--- config.mk ---
export PLATFORM = sky130hd
export DESIGN_NAME = bit_serial_alu_ctrl
export DESIGN_NICKNAME = d
export VERILOG_FILES = /design/src/rtl/bit_serial_alu_ctrl.sv
export SDC_FILE = /design/constraint.sdc
export NUM_CORES = 1
export LEC_CHECK = 0
export BUFFER_PORTS_ARGS = -buffer_cell sky130_fd_sc_hd__buf_4
export CORE_MARGIN = 1
export CORE_UTILIZATION = 50
export DETAILED_ROUTE_END_ITERATION = 8
export PLACE_DENSITY = 0.73
export SLEW_MARGIN = 10
export SYNTH_ARGS = -nofsm -noshare
export SYNTH_HDL_FRONTEND = slang
export SYNTH_SLANG_ARGS = --single-unit
--- constraint.sdc ---
create_clock -name clk -period 2.15 [get_ports clk]
set_input_delay 0.1075 -clock clk [delete_from_list [all_inputs] [get_ports clk]]
set_output_delay 0.1075 -clock clk [all_outputs]
set_load 0.05 [all_outputs]
--- src/rtl/bit_serial_alu_ctrl.sv ---
// Bit-serial ALU sequencer: streams WIDTH-bit operands LSB-first through one
// full-adder/logic bit slice and assembles result, carry-out and zero flag.
module bit_serial_alu_ctrl #(
  parameter int WIDTH = 8
) (
  input  logic             clk,
  input  logic             rst_n,
  input  logic             start,
  input  logic [2:0]       op,
  input  logic [WIDTH-1:0] a,
  input  logic [WIDTH-1:0] b,
  output logic             busy,
  output logic             done,
  output logic [WIDTH-1:0] result,
  output logic             cout,
  output logic             zero
);

  // state | meaning
  // IDLE  | waiting for start; a/b/op captured on accept
  // RUN   | one operand bit per clock through the slice
  // DONE  | one-cycle done pulse; result/cout/zero just updated
  typedef enum logic [1:0] {IDLE, RUN, DONE} state_t;

  localparam int CW = $clog2(WIDTH);

  state_t           state, state_nxt;
  logic [CW-1:0]    cnt;
  logic [WIDTH-1:0] sa, sb, acc, acc_nxt;
  logic [2:0]       opr;
  logic             c, c_nxt, s;
  logic             accept, last;
  logic             is_arith;

  always_ff @(posedge clk) begin
    if (!rst_n) state <= IDLE;
    else        state <= state_nxt;
  end

  always_comb begin
    state_nxt = state;
    busy      = 1'b0;
    done      = 1'b0;
    accept    = 1'b0;
    last      = 1'b0;
    case (state)
      IDLE: begin
        if (start) begin
          accept    = 1'b1;
          state_nxt = RUN;
        end
      end
      RUN: begin
        busy = 1'b1;
        if (cnt == CW'(WIDTH - 1)) begin
          last      = 1'b1;
          state_nxt = DONE;
        end
      end
      DONE: begin
        done      = 1'b1;
        state_nxt = IDLE;
      end
      default: state_nxt = IDLE;
    endcase
  end

  assign is_arith = (opr[2:1] == 2'b00);

  // Shared bit slice; SUB reuses the adder with sb pre-inverted and c=1.
  always_comb begin
    s     = 1'b0;
    c_nxt = c;
    case (opr)
      3'b000, 3'b001: begin
        s     = sa[0] ^ sb[0] ^ c;
        c_nxt = (sa[0] & sb[0]) | (sa[0] & c) | (sb[0] & c);
      end
      3'b010:  s = sa[0] & sb[0];
      3'b011:  s = sa[0] | sb[0];
      3'b100:  s = sa[0] ^ sb[0];
      3'b101:  s = ~(sa[0] ^ sb[0]);
      3'b110:  s = ~(sa[0] & sb[0]);
      3'b111:  s = ~(sa[0] | sb[0]);
      default: s = 1'b0;
    endcase
    acc_nxt = {s, acc[WIDTH-1:1]};
  end

  always_ff @(posedge clk) begin
    if (!rst_n) begin
      sa     <= '0;
      sb     <= '0;
      acc    <= '0;
      opr    <= '0;
      cnt    <= '0;
      c      <= 1'b0;
      result <= '0;
      cout   <= 1'b0;
      zero   <= 1'b0;
    end else if (accept) begin
      sa  <= a;
      sb  <= (op == 3'b001) ? ~b : b;
      opr <= op;
      cnt <= '0;
      c   <= (op == 3'b001);
      acc <= '0;
    end else if (busy) begin
      sa  <= sa >> 1;
      sb  <= sb >> 1;
      c   <= c_nxt;
      acc <= acc_nxt;
      cnt <= cnt + CW'(1);
      if (last) begin
        result <= acc_nxt;
        cout   <= is_arith ? c_nxt : 1'b0;
        zero   <= (acc_nxt == '0);
      end
    end
  end

endmodule

==> results_dict.tcl, run 1 <==
set metrics [dict create \
    period_share_pct 82.05 \
    finalSetupViolCount 0 \
    netlist_area_sq_mm 0.001839 \
    p_total_mw 1.818 \
    vias 1549 \
    drt_iter0_markers 113 \
    coreArea_sq_mm 0.003442 \
    synthDistinctLibCells 38 \
    syn_inst 210 \
    postCtsSetupBuffers 0 \
    slew_viol_final 0 \
    io_buffers 33 \
    finalSetupTns_ns 0 \
    synth-edff-count 0 \
    globalplace.congestion 0.7861 \
    drt-total-wl_um 3843 \
    p_leak_nw 0.8779 \
    synth_fp_nets 237 \
    nets 268 \
    ioPinCount 34 \
    grt_antenna_before_repair 0 \
    worstPathRequired_ns 2.35 \
    cts_buffers 5 \
    skew_ns 0.002788 \
    final_cell_mix "42 x dfxtp_1, 41 x nand2_1, 35 x buf_4, 17 x a21oi_1, 13 x o21ai_0" \
    postCtsResizedCells 0 \
    avgSynthCellArea_sq_um 8.758 \
    crit_arrival_ns 1.96 \
    max_stage_delay_ns 0.46 \
    grt_overflow_total 0 \
    max_slew_margin_pct 51.60 \
    ys_async_sr_fraction_pct 0 \
    synth-seq-area-share_pct 45.71 \
    vias_per_cell 5.378 \
    grt_usage_pct 21.05 \
    crit_type "reg2reg" \
    cts-root-buf "clkbuf_8" \
    die_area_sq_mm 0.003925 \
    yosys_warnings 0 \
    cp_slowest_cell "fa_1" \
    dieWidth_um 62.65 \
    firstDrtPassIters 5 \
    grt_max_degree 34 \
    grt_pass1_wl_um 6299 \
    grt_pass1_vias 1409 \
    wire_per_inst_um 13.34 \
    critPathBufInv 1 \
    critical_path_peak_fanout 3 \
    startpoint_type "register" \
    ant_nets 0 \
    maxCapViolCount 0 \
    cp_cell_sequence "inv_1 -> fa_1 -> nor2b_1 -> a311oi_1 -> a31oi_2 -> a32o_1" \
    cts_tree "done" \
    cts_sinks 42 \
    fp.dieH_um 62.65 \
    timing.fmax_mhz 566.9 \
    regArea_sq_um 840.8 \
    hpwl_um 2611 \
    multi_input_comb_area_sq_um 908.4 \
    cts_buffer_depth 2 \
    rsz0062_at_grt "no" \
    post-route-drc-count 0 \
    layout_commonest_cell "dfxtp_1" \
    finalHoldViolCount 0 \
    tightest_slew_ns 0.7184 \
    period_minus_slack_ns 1.764 \
    clock_latency_ns 0.30 \
    drive_gt1_share_pct 21.07 \
    postCtsHoldBufs 0 \
    crit_family "compound AO/OA/AOI/OAI gates" \
    min_path_type "in2reg" \
    end_kind "register" \
    std_cell_rows 21 \
    h-tree-depth 2 \
    ir_worst_vdd_mv 0.4160 \
    fillers 325 \
    ys_ff_latch 42 \
    start_util_pct 53.44 \
    n_antenna_cell 0 \
    p_per_area_mw_per_mm2 812.3 \
    clkTransAtPathRegs_ns 0.08 \
    synth-main-ff-cell "dfxtp_1" \
    outcome "finished, final reports clean" \
    areaGrowthSynthToFinish_pct 21.70 \
]
worst reg2reg max path, stage by stage, from the launching register on:
cell and delay, ns:
dfxtp_1 0.35, inv_1 0.08, fa_1 0.46, nor2b_1 0.14, a311oi_1 0.30, a31oi_2 0.10
a32o_1 0.23
logic make-up (layout without fill, tap and decap cells):
| logic type | after synthesis | count (layout) | synth area share [%] |
|---|---|---|---|
| AOI/OAI and AO/OA | 65 | 65 | 23.67 |
| adders and majority gates | 5 | 5 | 3.810 |
| buffers and inverters | 18 | 50 | 4.897 |
| DFF | 42 | 42 | 45.71 |
| xor gates and xnor gates | 9 | 9 | 4.286 |
| and+or+nand+nor | 71 | 71 | 17.62 |
power breakdown:
part	total (mW)	internal, mW	switching, mW
logic	0.215	0.0976	0.118
registers	0.837	0.813	0.0245
clock network	0.766	0.495	0.271
total	1.82	1.41	0.413
per-layer routing:
| layer | track usage (%) | wire length, um |
|---|---|---|
| met5 | 0 | 0 |
| met4 | 12.21 | 94 |
| met3 | 4.380 | 145 |
| met2 | 34.10 | 1761 |
| met1 | 25.71 | 1841 |
sequential cells by signal, indices dropped and copies added, names as in the netlist:
name and count:
cnt 3, opr 3, state 2, sb 8, c 1, result 8, sa 8, acc 7
cout 1, zero 1
cells in the mapped netlist, types with 2 or more instances:
cell type | count | area [sq um]
inv_1 | 4 | 15.01
buf_4 | 3 | 22.52
nor2b_1 | 8 | 50.05
nor3_1 | 2 | 10.01
nand3_1 | 3 | 15.01
a21boi_1 | 6 | 45.04
ha_1 | 4 | 50.05
nand2b_1 | 3 | 18.77
a21oi_1 | 17 | 85.08
and3_1 | 2 | 12.51
a222oi_1 | 5 | 50.05
and2_1 | 2 | 12.51
clkbuf_1 | 4 | 15.01
nand2_1 | 41 | 153.9
a21boi_0 | 8 | 60.06
xor2_1 | 6 | 52.55
nor2_1 | 5 | 18.77
o21ai_0 | 13 | 65.06
nand2_2 | 2 | 12.51
xnor2_1 | 3 | 26.28
dfxtp_1 | 42 | 840.8
inv_2 | 3 | 11.26
o22ai_1 | 7 | 43.79
buf_2 | 3 | 15.01
per-stage QoR:
step                      setup slack [ns]  util [%]  instances  instance area [sq um]  hold WS [ns]
final                               0.3859     65.03        288                   2238       0.06573
after global routing                0.2443     65.03        288                   2238       0.06852
after CTS                           0.3744     65.03        288                   2238       0.06085
after detailed placement            0.3731     60.89        280                   2096        0.3801
after global placement              0.4405     60.89        280                   2096        0.3713
after floorplan                     0.5095         -        210                   1839        0.2524
cell type report:
class                           instances  share of cell area, %
Clock inverter                          2                  2.683
Tap cell                               46                  2.571
Sequential cell                        42                  37.56
Timing Repair Buffer                   35                  11.74
Clock buffer                            6                  3.689
Inverter                                7                  1.174
Multi-Input combinational cell        150                  40.58
final timing paths:
| kind | start | cells after the start | slack [ns] | endpoint |
|---|---|---|---|---|
| min reg2reg | result[0]$_SDFFE_PN0P_ | 2 | 0.46 | result[0]$_SDFFE_PN0P_ |
| max reg2reg | sa[0]$_SDFFE_PN0P_ | 6 | 0.39 | zero$_SDFFE_PN0P_ |
| max | sa[0]$_SDFFE_PN0P_ | 6 | 0.39 | zero$_SDFFE_PN0P_ |
| min | a[7] | 3 | 0.07 | sa[7]$_SDFFE_PN0P_ |
Note: power is estimated with default switching activity, not from simulation.
==> run 2: changes to the inputs <==
clock period = 1.7 ns   (was 2.15 ns; I/O delays follow)
==> run 2 against run 1 <==
Net effect: clock skew increased by 0.0052 ns; setup slack got worse by 0.33 ns; total power increased by 16%; core utilization increased by 0.40 points; global-route usage decreased by 1.3 points; fmax increased by 7.2%; critical path depth unchanged; critical path type unchanged; flip-flop and latch count unchanged; die area unchanged; first-iteration DRC count decreased by 28%; largest cell class unchanged; clock-buffer cell count decreased by 1.
==> results_dict.tcl, run 2 (synthesis gave the netlist of run 1 again) <==
set metrics [dict create \
    h-tree-depth 2 \
    drt-total-wl_um 3746 \
    clock_latency_ns 0.29 \
    dpl-instance-area_sq_mm 0.002133 \
    finalSetupViolCount 0 \
    vias 1576 \
    p_clk_share_pct 36.4 \
    p_per_area_mw_per_mm2 940.0 \
    switchingPower_mw 0.5201 \
    grt_pass1_wl_um 6127 \
    crit_type "reg2reg" \
    cts_tree "done" \
    nets 273 \
    min_path_type "in2reg" \
    firstDrtPassIters 4 \
    top_layer "met4" \
    wl_met3_um 135 \
    grt_antenna_before_repair 0 \
    ir_worst_vdd_mv 0.5713 \
    end_kind "register" \
    switching_share_pct 24.57 \
    outcome "finished, final reports clean" \
    final_util_pct 65.43 \
    areaGrowthSynthToFinish_pct 22.45 \
    wl_met2_um 1716 \
    dieWidth_um 62.65 \
    timing.fmax_mhz 607.5 \
    worstPathRequired_ns 1.89 \
    clkTransAtPathRegs_ns 0.08 \
    final_cell_mix "41 x nand2_1, 40 x buf_4, 39 x dfxtp_1, 17 x a21oi_1, 13 x o21ai_0" \
    ioPinCount 34 \
    cts-root-buf "clkbuf_8" \
    whs_path_depth 3 \
    internal_power_mw 1.597 \
    timing.rr.end "zero$_SDFFE_PN0P_" \
    globalplace.congestion 0.7990 \
    cts_buffer_depth 2 \
    tightest_slew_ns 0.7148 \
    rsz0062_at_grt "yes" \
    layout_commonest_cell "nand2_1" \
    die_area_sq_mm 0.003925 \
    post-route-cell-area_sq_mm 0.002252 \
    fp.dieH_um 62.65 \
    drt_iter0_markers 81 \
    post-route-drc-count 0 \
    ant_nets 0 \
    timing.rr.start "c$_SDFFE_PN0P_" \
    grt_overflow_total 0 \
    period_share_pct 96.83 \
    cts_buffers 5 \
    wire_per_inst_um 12.78 \
    hold_path_end "sa[7]$_SDFFE_PN0P_" \
    crit_arrival_ns 1.83 \
    met1Wirelength_um 1851 \
    drive_gt1_share_pct 25.10 \
    combPwrFrac_pct 13.5 \
    hpwl_um 2536 \
    period_minus_slack_ns 1.646 \
    seq_power_share_pct 50.1 \
    stdcell_count 293 \
    coreArea_sq_mm 0.003442 \
    reg2reg_depth 6 \
    holdWs_ns 0.04798 \
    max_slew_margin_pct 51.84 \
    slew_viol_final 0 \
    vias_per_cell 5.379 \
    holdCritStartpoint "a[7]" \
    p_leak_nw 0.8898 \
    critical_path_peak_fanout 3 \
    skew_ns 0.007986 \
    finalHoldViolCount 0 \
    cts_sinks 42 \
    r2r_setup_slack_ns 0.05 \
    grt_usage_pct 19.74 \
    startpoint_type "register" \
    maxCapViolCount 0 \
    start_util_pct 53.44 \
    n_antenna_cell 0 \
    dpl.cell_count 285 \
    io_buffers 33 \
    grt_max_degree 34 \
    grt_pass1_vias 1394 \
    top_regs "result: 8 flops, sa: 8 flops, sb: 8 flops" \
    std_cell_rows 21 \
]
## run 2: power by group through the flow
stage | Sequential [mW] | Clock, mW | Combinational (mW)
2_1_floorplan | 1.07 | 0 | 0.196
3_3_place_gp | 1.08 | 0 | 0.277
3_5_place_dp | 1.08 | 0 | 0.280
4_1_cts | 1.06 | 0.782 | 0.282
5_1_grt | 1.07 | 0.829 | 0.316
6_report | 1.06 | 0.771 | 0.285
## run 2: worst max-delay path by stage
stage,startpoint,end,slack (ns),cells after the start
after floorplan,sa[0]$_SDFFE_PN0P_,zero$_SDFFE_PN0P_,0.06,6
after CTS,sb[0]$_SDFFE_PN0P_,zero$_SDFFE_PN0P_,0.02,6
after global routing,c$_SDFFE_PN0P_,zero$_SDFFE_PN0P_,-0.003,6
final,c$_SDFFE_PN0P_,zero$_SDFFE_PN0P_,0.05,6
after detailed placement,sa[0]$_SDFFE_PN0P_,zero$_SDFFE_PN0P_,-0.01,6
after global placement,c$_SDFFE_PN0P_,zero$_SDFFE_PN0P_,0.02,6
## run 2: per-layer routing
| metal | up-vias | track usage [%] |
|---|---|---|
| li1 | 814 | - |
| met1 | 728 | 26.31 |
| met2 | 30 | 30.84 |
| met3 | 4 | 4.380 |
| met4 | 0 | 7.849 |
| met5 | - | 0 |
## run 2: repair_timing
item / CTS / global route
buffers inserted: 0 / 0
pin swaps: 1 / 3
hold buffers: 0 / 0
resized for setup: 0 / 6
endpoints found under the setup margin: 2 / 2
## run 2: worst max-delay path: stages, from the launching register on
cell	delay [ns]
dfxtp_2	0.33
inv_1	0.05
fa_1	0.45
nor2b_1	0.14
a311oi_2	0.27
a31oi_2	0.09
a32o_1	0.22
## run 2: final cells by class
| cell class | instances | area [sq um] |
|---|---|---|
| Multi-Input combinational cell | 150 | 914.6 |
| Inverter | 7 | 26.28 |
| Timing Repair Buffer | 40 | 300.3 |
| Fill cell | 304 | 1190 |
| Tap cell | 46 | 57.56 |
| Clock inverter | 3 | 40.04 |
| Sequential cell | 42 | 844.6 |
| Clock buffer | 5 | 68.82 |
## run 2: stage by stage
| step | TNS (ns) | total power, mW | worst slack [ns] |
|---|---|---|---|
| 4_1_cts | 0 | 2.122 | 0.01759 |
| 3_5_place_dp | -0.01300 | 1.360 | -0.01300 |
| 3_3_place_gp | 0 | 1.357 | 0.02354 |
| 2_1_floorplan | 0 | 1.269 | 0.05948 |
| 6_report | 0 | 2.117 | 0.05386 |
| 5_1_grt | -0.003302 | 2.212 | -0.003302 |
